===== config.mk =====
export PLATFORM = sky130hd
export DESIGN_NAME = median_window_filter
export DESIGN_NICKNAME = d
export VERILOG_FILES = /design/src/rtl/median_filter_pkg.sv /design/src/rtl/median_sort_net.sv /design/src/rtl/median_window_filter.sv
export SDC_FILE = /design/constraint.sdc
export NUM_CORES = 1
export LEC_CHECK = 0
export CAP_MARGIN = 20
export CORE_ASPECT_RATIO = 1.2
export CORE_MARGIN = 8
export CORE_UTILIZATION = 40
export CTS_CLUSTER_DIAMETER = 50
export DETAILED_ROUTE_END_ITERATION = 12
export PLACE_DENSITY_LB_ADDON = 0.25
export SYNTH_ARGS = -nofsm -noshare
export SYNTH_HDL_FRONTEND = slang
export SYNTH_SLANG_ARGS = --single-unit
export TNS_END_PERCENT = 5

===== constraint.sdc =====
create_clock -name clk -period 4 [get_ports clk]
set_input_delay 0.8 -clock clk [delete_from_list [all_inputs] [get_ports clk]]
set_output_delay 0.8 -clock clk [all_outputs]
set_load 0.1 [all_outputs]

===== src/rtl/median_filter_pkg.sv =====
// Shared definitions for the median window filter: run-control state encoding
// and the window lengths the sorting network supports.
package median_filter_pkg;

    typedef enum logic [1:0] {
        S_IDLE = 2'd0,
        S_FILL = 2'd1,
        S_RUN  = 2'd2,
        S_DONE = 2'd3
    } state_t;

    localparam int WINDOW_3 = 3;
    localparam int WINDOW_5 = 5;

    function automatic bit window_legal(input int w);
        return (w == WINDOW_3) || (w == WINDOW_5);
    endfunction

endpackage


===== src/rtl/median_sort_net.sv =====
// Combinational median select: each element's rank is the number of elements
// ordered before it (index breaks ties), and the element of middle rank wins.
module median_sort_net
    import median_filter_pkg::*;
#(
    parameter int WIDTH  = 32,
    parameter int WINDOW = 3,
    parameter int SIGNED = 0
) (
    input  logic [WINDOW-1:0][WIDTH-1:0] window,
    output logic [WIDTH-1:0]             median
);

    localparam int RANK = (WINDOW - 1) / 2;

    if (!window_legal(WINDOW)) begin : g_bad_window
        $error("median_sort_net: WINDOW must be 3 or 5");
    end

    // Strict total order: ties resolve by slot index, so every rank is unique
    // and equal values always yield the same median value.
    function automatic logic precedes(input logic [WIDTH-1:0] a, input logic [WIDTH-1:0] b,
                                      input int ia, input int ib);
        logic lt;
        logic eq;
        lt = (SIGNED != 0) ? ($signed(a) < $signed(b)) : (a < b);
        eq = (a == b);
        return lt || (eq && (ia < ib));
    endfunction

    always_comb begin
        int rank;
        median = '0;
        for (int i = 0; i < WINDOW; i++) begin
            rank = 0;
            for (int j = 0; j < WINDOW; j++) begin
                if (j != i && precedes(window[j], window[i], j, i)) rank = rank + 1;
            end
            if (rank == RANK) median = window[i];
        end
    end

endmodule


===== src/rtl/median_window_filter.sv =====
// Streaming median filter: fills a WINDOW-deep sample window, then emits the
// median of the newest WINDOW samples for every further accepted sample.
module median_window_filter
    import median_filter_pkg::*;
#(
    parameter int WIDTH  = 32,
    parameter int WINDOW = 3,
    parameter int CNT_W  = 32,
    parameter int SIGNED = 0
) (
    input  logic             clk,
    input  logic             rst_n,
    input  logic             start,
    input  logic [CNT_W-1:0] len,
    input  logic             in_valid,
    output logic             in_ready,
    input  logic [WIDTH-1:0] in_data,
    output logic             out_valid,
    input  logic             out_ready,
    output logic [WIDTH-1:0] out_data,
    output logic             busy,
    output logic             done,
    output state_t           dbg_state
);

    if (!window_legal(WINDOW)) begin : g_bad_window
        $error("median_window_filter: WINDOW must be 3 or 5");
    end

    // Handshake: a transfer happens on a cycle where valid and ready are both
    // high at the rising edge; ready never depends on the same side's valid.
    state_t                        state;
    logic [CNT_W-1:0]              len_q;
    logic [CNT_W-1:0]              cnt;
    logic [WINDOW-1:0][WIDTH-1:0]  win;
    logic [WINDOW-1:0][WIDTH-1:0]  win_next;
    logic [WIDTH-1:0]              median;
    logic                          in_fire;
    logic                          out_fire;
    logic                          last_accept;
    logic                          unused_oldest;

    assign in_ready    = (state == S_FILL || state == S_RUN) && (!out_valid || out_ready)
                         && (cnt < len_q);
    assign in_fire     = in_valid && in_ready;
    assign out_fire    = out_valid && out_ready;
    assign busy        = (state != S_IDLE);
    assign dbg_state   = state;
    assign last_accept = ((cnt + CNT_W'(1)) == len_q);

    // Newest sample enters slot 0; the oldest slot falls out on the next shift.
    assign win_next      = {win[WINDOW-2:0], in_data};
    assign unused_oldest = ^win[WINDOW-1];

    median_sort_net #(
        .WIDTH  (WIDTH),
        .WINDOW (WINDOW),
        .SIGNED (SIGNED)
    ) u_sort (
        .window (win_next),
        .median (median)
    );

    always_ff @(posedge clk or negedge rst_n) begin
        if (!rst_n) begin
            state     <= S_IDLE;
            len_q     <= '0;
            cnt       <= '0;
            win       <= '0;
            out_valid <= 1'b0;
            out_data  <= '0;
            done      <= 1'b0;
        end else begin
            done <= 1'b0;
            if (in_fire) begin
                win <= win_next;
                cnt <= cnt + CNT_W'(1);
            end
            case (state)
                S_IDLE: begin
                    if (start) begin
                        if (len != '0) begin
                            len_q <= len;
                            cnt   <= '0;
                            state <= S_FILL;
                        end else begin
                            state <= S_DONE;
                            done  <= 1'b1;
                        end
                    end
                end
                S_FILL: begin
                    if (in_fire) begin
                        if (last_accept) begin
                            state <= S_DONE;
                            done  <= 1'b1;
                        end else if (cnt == CNT_W'(WINDOW - 2)) begin
                            state <= S_RUN;
                        end
                    end
                end
                S_RUN: begin
                    if (in_fire) begin
                        out_valid <= 1'b1;
                        out_data  <= median;
                    end else if (cnt == len_q && (!out_valid || out_ready)) begin
                        out_valid <= 1'b0;
                        state     <= S_DONE;
                        done      <= 1'b1;
                    end else if (out_fire) begin
                        out_valid <= 1'b0;
                    end
                end
                S_DONE: begin
                    state <= S_IDLE;
                end
                default: state <= S_IDLE;
            endcase
        end
    end

endmodule


==> results of run 1 <==
## layout by cell type (no fill, tap or decap), types with 4 or more instances in the layout
cell type,instances
nand2_1,182
dfrtp_1,164
o21ai_0,148
ha_1,135
inv_1,108
clkdlybuf4s50_1,103
nor2_1,94
a21oi_1,84
xnor2_1,48
nand4_1,36
a31oi_1,35
buf_4,31
nand3_1,30
nor4_1,25
nor3_1,23
xor2_1,23
clkbuf_16,17
and3_1,13
a211oi_1,9
a21o_1,8
and4_1,7
nor2b_1,6
o21a_1,6
o211ai_1,6
clkbuf_1,6
buf_12,6
or3_1,5
a211o_1,4
a221oi_1,4
bufinv_16,4
## what timing repair did
action | CTS | global route
setup endpoints to repair | 1 | 1
resized for setup | 1 | 1
setup buffers | 0 | 0
pin swaps | 0 | 0
## worst max-delay path, stage by stage (launching register included)
cell and delay, ns:
dfrtp_1 0.49, ha_1 0.35, nand3_1 0.09, or3_1 0.47, a311o_1 0.36, a21oi_2 0.23, o21ai_0 0.14, buf_4 0.19
and2_1 0.16, buf_12 0.17
## worst min-delay path by stage
stage	start	to	slack, ns	cells past startpoint
floorplan	len_q[0]$_DFFE_PN0P_	len_q[0]$_DFFE_PN0P_	0.49	1
global placement	out_valid$_DFFE_PN0P_	out_valid$_DFFE_PN0P_	0.49	2
detailed placement	out_valid$_DFFE_PN0P_	out_valid$_DFFE_PN0P_	0.49	2
CTS	rst_n	dbg_state[1]$_DFFE_PN0P_	0.48	1
global route	rst_n	dbg_state[0]$_DFFE_PN0P_	0.49	1
finish	rst_n	done$_DFF_PN0_	0.39	1
## routing by layer
metal / track usage [%] / wire length, um / up-vias
met5: 0 / 12 / -
met4: 9.91 / 1260 / 2
met3: 3.70 / 1480 / 70
met2: 34.7 / 16100 / 248
met1: 22.9 / 13600 / 4693
li1: - / - / 4892
## per-stage QoR
stage	hold slack (ns)	cells	setup TNS [ns]
floorplan	0.487	1335	0
CTS	0.479	1823	0
finish	0.389	1823	0
detailed placement	0.494	1792	-1.08
global route	0.490	1823	0
global placement	0.491	1792	0
## layout make-up
type / instances / area (um2) / share of cell area, %
Clock buffer: 23 / 448 / 3.32
Tap cell: 379 / 474 / 3.52
Clock inverter: 8 / 153 / 1.13
Inverter: 108 / 405 / 3.01
Sequential cell: 164 / 4100 / 30.4
Multi-Input combinational cell: 1000 / 6510 / 48.3
Timing Repair Buffer: 141 / 1400 / 10.3
## registers in the layout, indices dropped and copies added (netlist names)
register,count
out_valid,1
out_data,32
dbg_state,2
done,1
cnt,32
win,64
len_q,32
## power breakdown
part	internal [uW]	switching (uW)	total (uW)
Combinational	2080	4350	6420
Clock	1050	673	1720
Sequential	2320	567	2890
Total	5440	5590	11000
## kinds of logic after synthesis
group                    Yosys count
AO/OA/AOI/OAI                    331
AND/OR/NAND/NOR                  458
adder cells (fa/ha/maj)          135
buffers and inverters            171
flip-flops                       164
multiplexers                       4
XOR/XNOR                          72
==> flow_summary_export.csv, run 1 <==
group,metric,value,unit
floorplanning,start_util,40.4,%
routing,ant_nets,0,
cts,hold_buffers,0,
cts,cts_num_sinks,164,
cells_and_area,num-nets-final,1636,
yosys,postSynthAreaPerCell,8.42,um2
cells_and_area,insertedDiodeCount,0,
pwr,power,11000,uW
yosys,yosys-mux-area-fraction,0.378,%
sta,relSlewSlack,27.0,%
critical_path,crit_type,"flip-flop to output pin",
cells_and_area,area_delta_synth_final,20.0,%
routing,vias,9905,
yosys,synth-simple-area-share,19.8,%
cts,cts-root-buf,"clkbuf_16",
critical_path,r2r_slack,0.43,ns
yosys,post_synth_num_cell_types,70,
critical_path,critPathMaxFanout,6,
sta,rsz0062_at_grt,"no",
yosys,ys_seq_area_share,36.5,%
sta,period_needed,3.88,ns
routing,drt_iter0_drc,579,
sta,hold_viol,0,
cts,clock_path_buffers,2,
yosys,synth_area_leaders,"dfrtp_1 37%, ha_1 15%, o21ai_0 6.6%, nand2_1 6.1%, xnor2_1 3.8%",
routing,vias_per_cell,5.43,
routing,post_drt_wl_per_cell,17.8,um
global_routing,antenna_found_initial,1,
placed_design,postPlaceCellArea,12900,um2
yosys,syn-cell-area,11200,um2
global_routing,grt_overflow,0,
yosys,async_flop_share,100,%
critical_path,crit_arrival,3.08,ns
sta,worst_pin_slew,1.09,ns
yosys,dominantRegCellSynth,"dfrtp_1",
sta,maxSlewViolCount,0,
floorplanning,io_pins,107,
yosys,synth_most_common_cell,"nand2_1",
cells_and_area,final_area,13500,um2
cts,cts_tree,"built",
yosys,netlist_instances,1335,
critical_path,cp-start-kind,"flip-flop",
global_routing,grt_pass1_wl,53.4,mm
floorplanning,dieArea,33800,um2
sta,timing.final.ws_setup,0.121,ns
floorplanning,num_rows,67,
sta,fmax,0.258,GHz
pwr,p_leak,0.00592,uW
cells_and_area,n_fill_cell,2710,
hold_path,hold_class,"input port to asynchronous set/reset pin",
floorplanning,dieWidth,169,um
routing,drt-total-wl,32.5,mm
run_status,outcome,"complete, no violations",
yosys,synth_xor_xnor_area_share,5.61,%
floorplanning,design.core.area,27800,um2
yosys,synth-compound-area-share,16.8,%
floorplanning,floorplan.die.height,200,um
yosys,synth_commonest_cells,"182 x nand2_1, 164 x dfrtp_1, 148 x o21ai_0, 135 x ha_1, 108 x inv_1",
critical_path,endpoint_kind,"output pin",
routing,drt_first_pass_iters,4,
cts,cts_max_level,4,
sta,setup_viol,0,
critical_path,cp.required,3.20,ns
routing,drc_errors,0,
yosys,synth_top_area_cell,"dfrtp_1",
pwr,power_density,818,nW/um2
placed_design,pre_cts_ws,-0.0696,ns
placed_design,dpl.hpwl,24.8,mm
cts,cts-buffers-inserted,17,
critical_path,timing.rr.end,"done$_DFF_PN0_",
cells_and_area,drive_gt1_share,5.89,%
critical_path,crit_path_start,"cnt[12]$_DFF_PN0_",
global_routing,grtUsageTotal,19.8,%
yosys,synth_seq_cells,164,
cts,clk_pin_slew_worst_paths,0.07,ns
critical_path,cp-endpoint,"in_ready",
yosys,yosys_warnings,0,
yosys,synth_top_area_share,36.5,%
critical_path,r2r_cells,9,
flow_run,drv_cap,0,
cts,worstSkewPairLatency,0.43,ns
cells_and_area,final_util,48.5,%
pwr,vdd_ir_drop_max,578,uV
sta,fin_skew,0.0144,ns
sta,post-route-period-util,97.0,%
yosys,synth_edf_count,0,
yosys,synth_top_family_by_area,"simple AND/OR/NAND/NOR gates",
placed_design,port_buffers,106,
yosys,syn_nets,1539,
global_routing,grt_max_degree,89,
placed_design,gp_congestion,0.868,
critical_path,r2r-start,"cnt[2]$_DFF_PN0_",
yosys,yosys.area_share.adder,15.0,%
global_routing,grt_pass1_vias,10243,
(Power assumes the default switching activity.)
==> inputs of run 2 (changes only) <==
==> constraint.sdc (replaced) <==
create_clock -name clk -period 4.55 [get_ports clk]
set_input_delay 0.91 -clock clk [delete_from_list [all_inputs] [get_ports clk]]
set_output_delay 0.91 -clock clk [all_outputs]
set_load 0.1 [all_outputs]
==> run 2 against run 1 <==
  * Clock power fell by 20%
  * Routed wire length rose by 0.75%
  * Clock-buffer cell count fell by 3
  * Via count fell by 0.20%
  * Total power fell by 14%
==> flow_summary_export.csv, run 2 (synthesis gave the netlist of run 1 again) <==
group,metric,value,unit
routing,drt-total-wl,32.7,mm
cts,cts_max_level,4,
cts,clock_path_buffers,2,
cts,cts_tree,"built",
routing,drc_errors,0,
sta,fmax,0.240,GHz
cells_and_area,drive_gt1_share,5.17,%
cells_and_area,top_register,"win",
placed_design,port_buffers,106,
pwr,p_leak,0.00579,uW
run_status,outcome,"complete, no violations",
placed_design,dpl.hpwl,24.5,mm
pwr,power_density,713,nW/um2
floorplanning,num_rows,67,
global_routing,grt_pass1_wl,54.1,mm
routing,post_drt_wl_per_cell,18.1,um
cts,clk_pin_slew_worst_paths,0.07,ns
global_routing,grt_overflow,0,
critical_path,endpoint_kind,"output pin",
routing,vias_per_cell,5.46,
floorplanning,dieWidth,169,um
critical_path,crit_type,"flip-flop to output pin",
cts,hold_buffers,0,
sta,relSlewSlack,28.3,%
global_routing,grtUsageTotal,20.1,%
placed_design,gp_congestion,0.869,
sta,rsz0062_at_grt,"no",
routing,vias,9885,
sta,setup_viol,0,
routing,ant_nets,0,
global_routing,grt_max_degree,88,
critical_path,cp-start-kind,"flip-flop",
sta,fin_skew,0.0129,ns
floorplanning,io_pins,107,
cts,ctsResizeCount,0,
cells_and_area,area_delta_synth_final,18.1,%
sta,period_needed,4.17,ns
sta,maxSlewViolCount,0,
cts,cts-buffers-inserted,17,
critical_path,cp.required,3.64,ns
sta,worst_pin_slew,1.07,ns
cells_and_area,insertedDiodeCount,0,
sta,post-route-period-util,91.7,%
sta,fin_tns_setup,0,ns
floorplanning,start_util,40.4,%
cells_and_area,num-nets-final,1621,
placed_design,pre_cts_ws,0.334,ns
flow_run,drv_cap,0,
routing,drt_iter0_drc,565,
hold_path,hold_class,"input port to asynchronous set/reset pin",
floorplanning,design.core.area,27800,um2
cts,cts-root-buf,"clkbuf_16",
critical_path,crit_arrival,3.26,ns
sta,hold_viol,0,
pwr,power,9470,uW
floorplanning,floorplan.die.height,200,um
cells_and_area,final_common_cell,"nand2_1",
cells_and_area,final_cell_mix,"182 x nand2_1, 164 x dfrtp_1, 148 x o21ai_0, 135 x ha_1, 108 x inv_1",
floorplanning,dieArea,33800,um2
global_routing,antenna_found_initial,0,
sta,timing.final.ws_setup,0.378,ns
pwr,vdd_ir_drop_max,524,uV
cells_and_area,largest_reg_flops,64,
cts,postCtsSetupRepairBufs,0,
cts,cts_num_sinks,164,
critical_path,critPathMaxFanout,11,
cts,worstSkewPairLatency,0.44,ns
global_routing,grt_pass1_vias,10330,
routing,drt_first_pass_iters,5,
==> run 2: changes by cell type in the layout (fill, tap and decap cells not counted), sizes merged <==
cell | before | now
buf | 38 | 22
bufinv | 4 | 0
clkbuf | 23 | 20
clkdlybuf4s50 | 103 | 104
clkinv | 2 | 3
clkinvlp | 2 | 6
inv | 108 | 111
==> run 2: per-layer routing <==
layer	wire length, um	vias to the layer above	track usage (%)
li1	-	4855	-
met1	13700	4693	23.8
met2	16300	262	35.1
met3	1530	75	3.75
met4	1170	0	9.09
met5	0	-	0
==> run 2: cell type report <==
| type | instances | area (um2) |
|---|---|---|
| clock inverters | 12 | 97.6 |
| multi-input cells | 1000 | 6500 |
| repair buffers | 126 | 1230 |
| inverters | 108 | 405 |
| clock buffers | 20 | 457 |
| fillers | 2722 | 14600 |
| well taps | 379 | 474 |
| flip-flops and latches | 164 | 4100 |
==> run 2: metrics by stage <==
step | std cells | utilization, % | area (um2) | hold slack [ns]
after CTS | 1809 | 47.7 | 13300 | 0.533
after global routing | 1809 | 47.7 | 13300 | 0.560
after global placement | 1777 | 45.7 | 12700 | 0.490
after floorplan | 1335 | - | 11200 | 0.487
final | 1809 | 47.7 | 13300 | 0.520
after detailed placement | 1777 | 45.7 | 12700 | 0.514
==> run 2: where the power goes <==
part	total [uW]	switching (uW)	internal (uW)
clock	1370	641	734
combinational	5580	3830	1750
sequential	2520	483	2040
==> run 2: path summary, 6_finish.rpt <==
check,from,end,slack [ns],cells after the start
max,cnt[16]$_DFF_PN0_,in_ready,0.38,7
min,rst_n,cnt[24]$_DFF_PN0_,0.52,1
max reg2reg,cnt[3]$_DFF_PN0_,done$_DFF_PN0_,0.69,9
min reg2reg,out_valid$_DFFE_PN0P_,out_valid$_DFFE_PN0P_,0.52,2
max in group asynchronous,rst_n,out_data[0]$_DFFE_PN0P_,3.22,2
min in group clk,out_valid$_DFFE_PN0P_,out_valid$_DFFE_PN0P_,0.52,2
==> run 2: critical path: stages, from the launching register on <==
cell and delay [ns]:
dfrtp_1 0.53, ha_1 0.35, and3_1 0.15, nand4_1 0.18, o311ai_0 0.78, o21ai_0 0.37
and2_1 0.24, buf_4 0.23
==> inputs of run 3 (changes only) <==
--- a/config.mk
+++ b/config.mk
@@ -12,6 +12,7 @@
 export CTS_CLUSTER_DIAMETER = 50
 export DETAILED_ROUTE_END_ITERATION = 12
 export PLACE_DENSITY_LB_ADDON = 0.25
+export SKIP_LAST_GASP = 1
 export SYNTH_ARGS = -nofsm -noshare
 export SYNTH_HDL_FRONTEND = slang
 export SYNTH_SLANG_ARGS = --single-unit
==> results of run 3 <==
No change in the layout: final DEF, timing and power equal those of run 2.
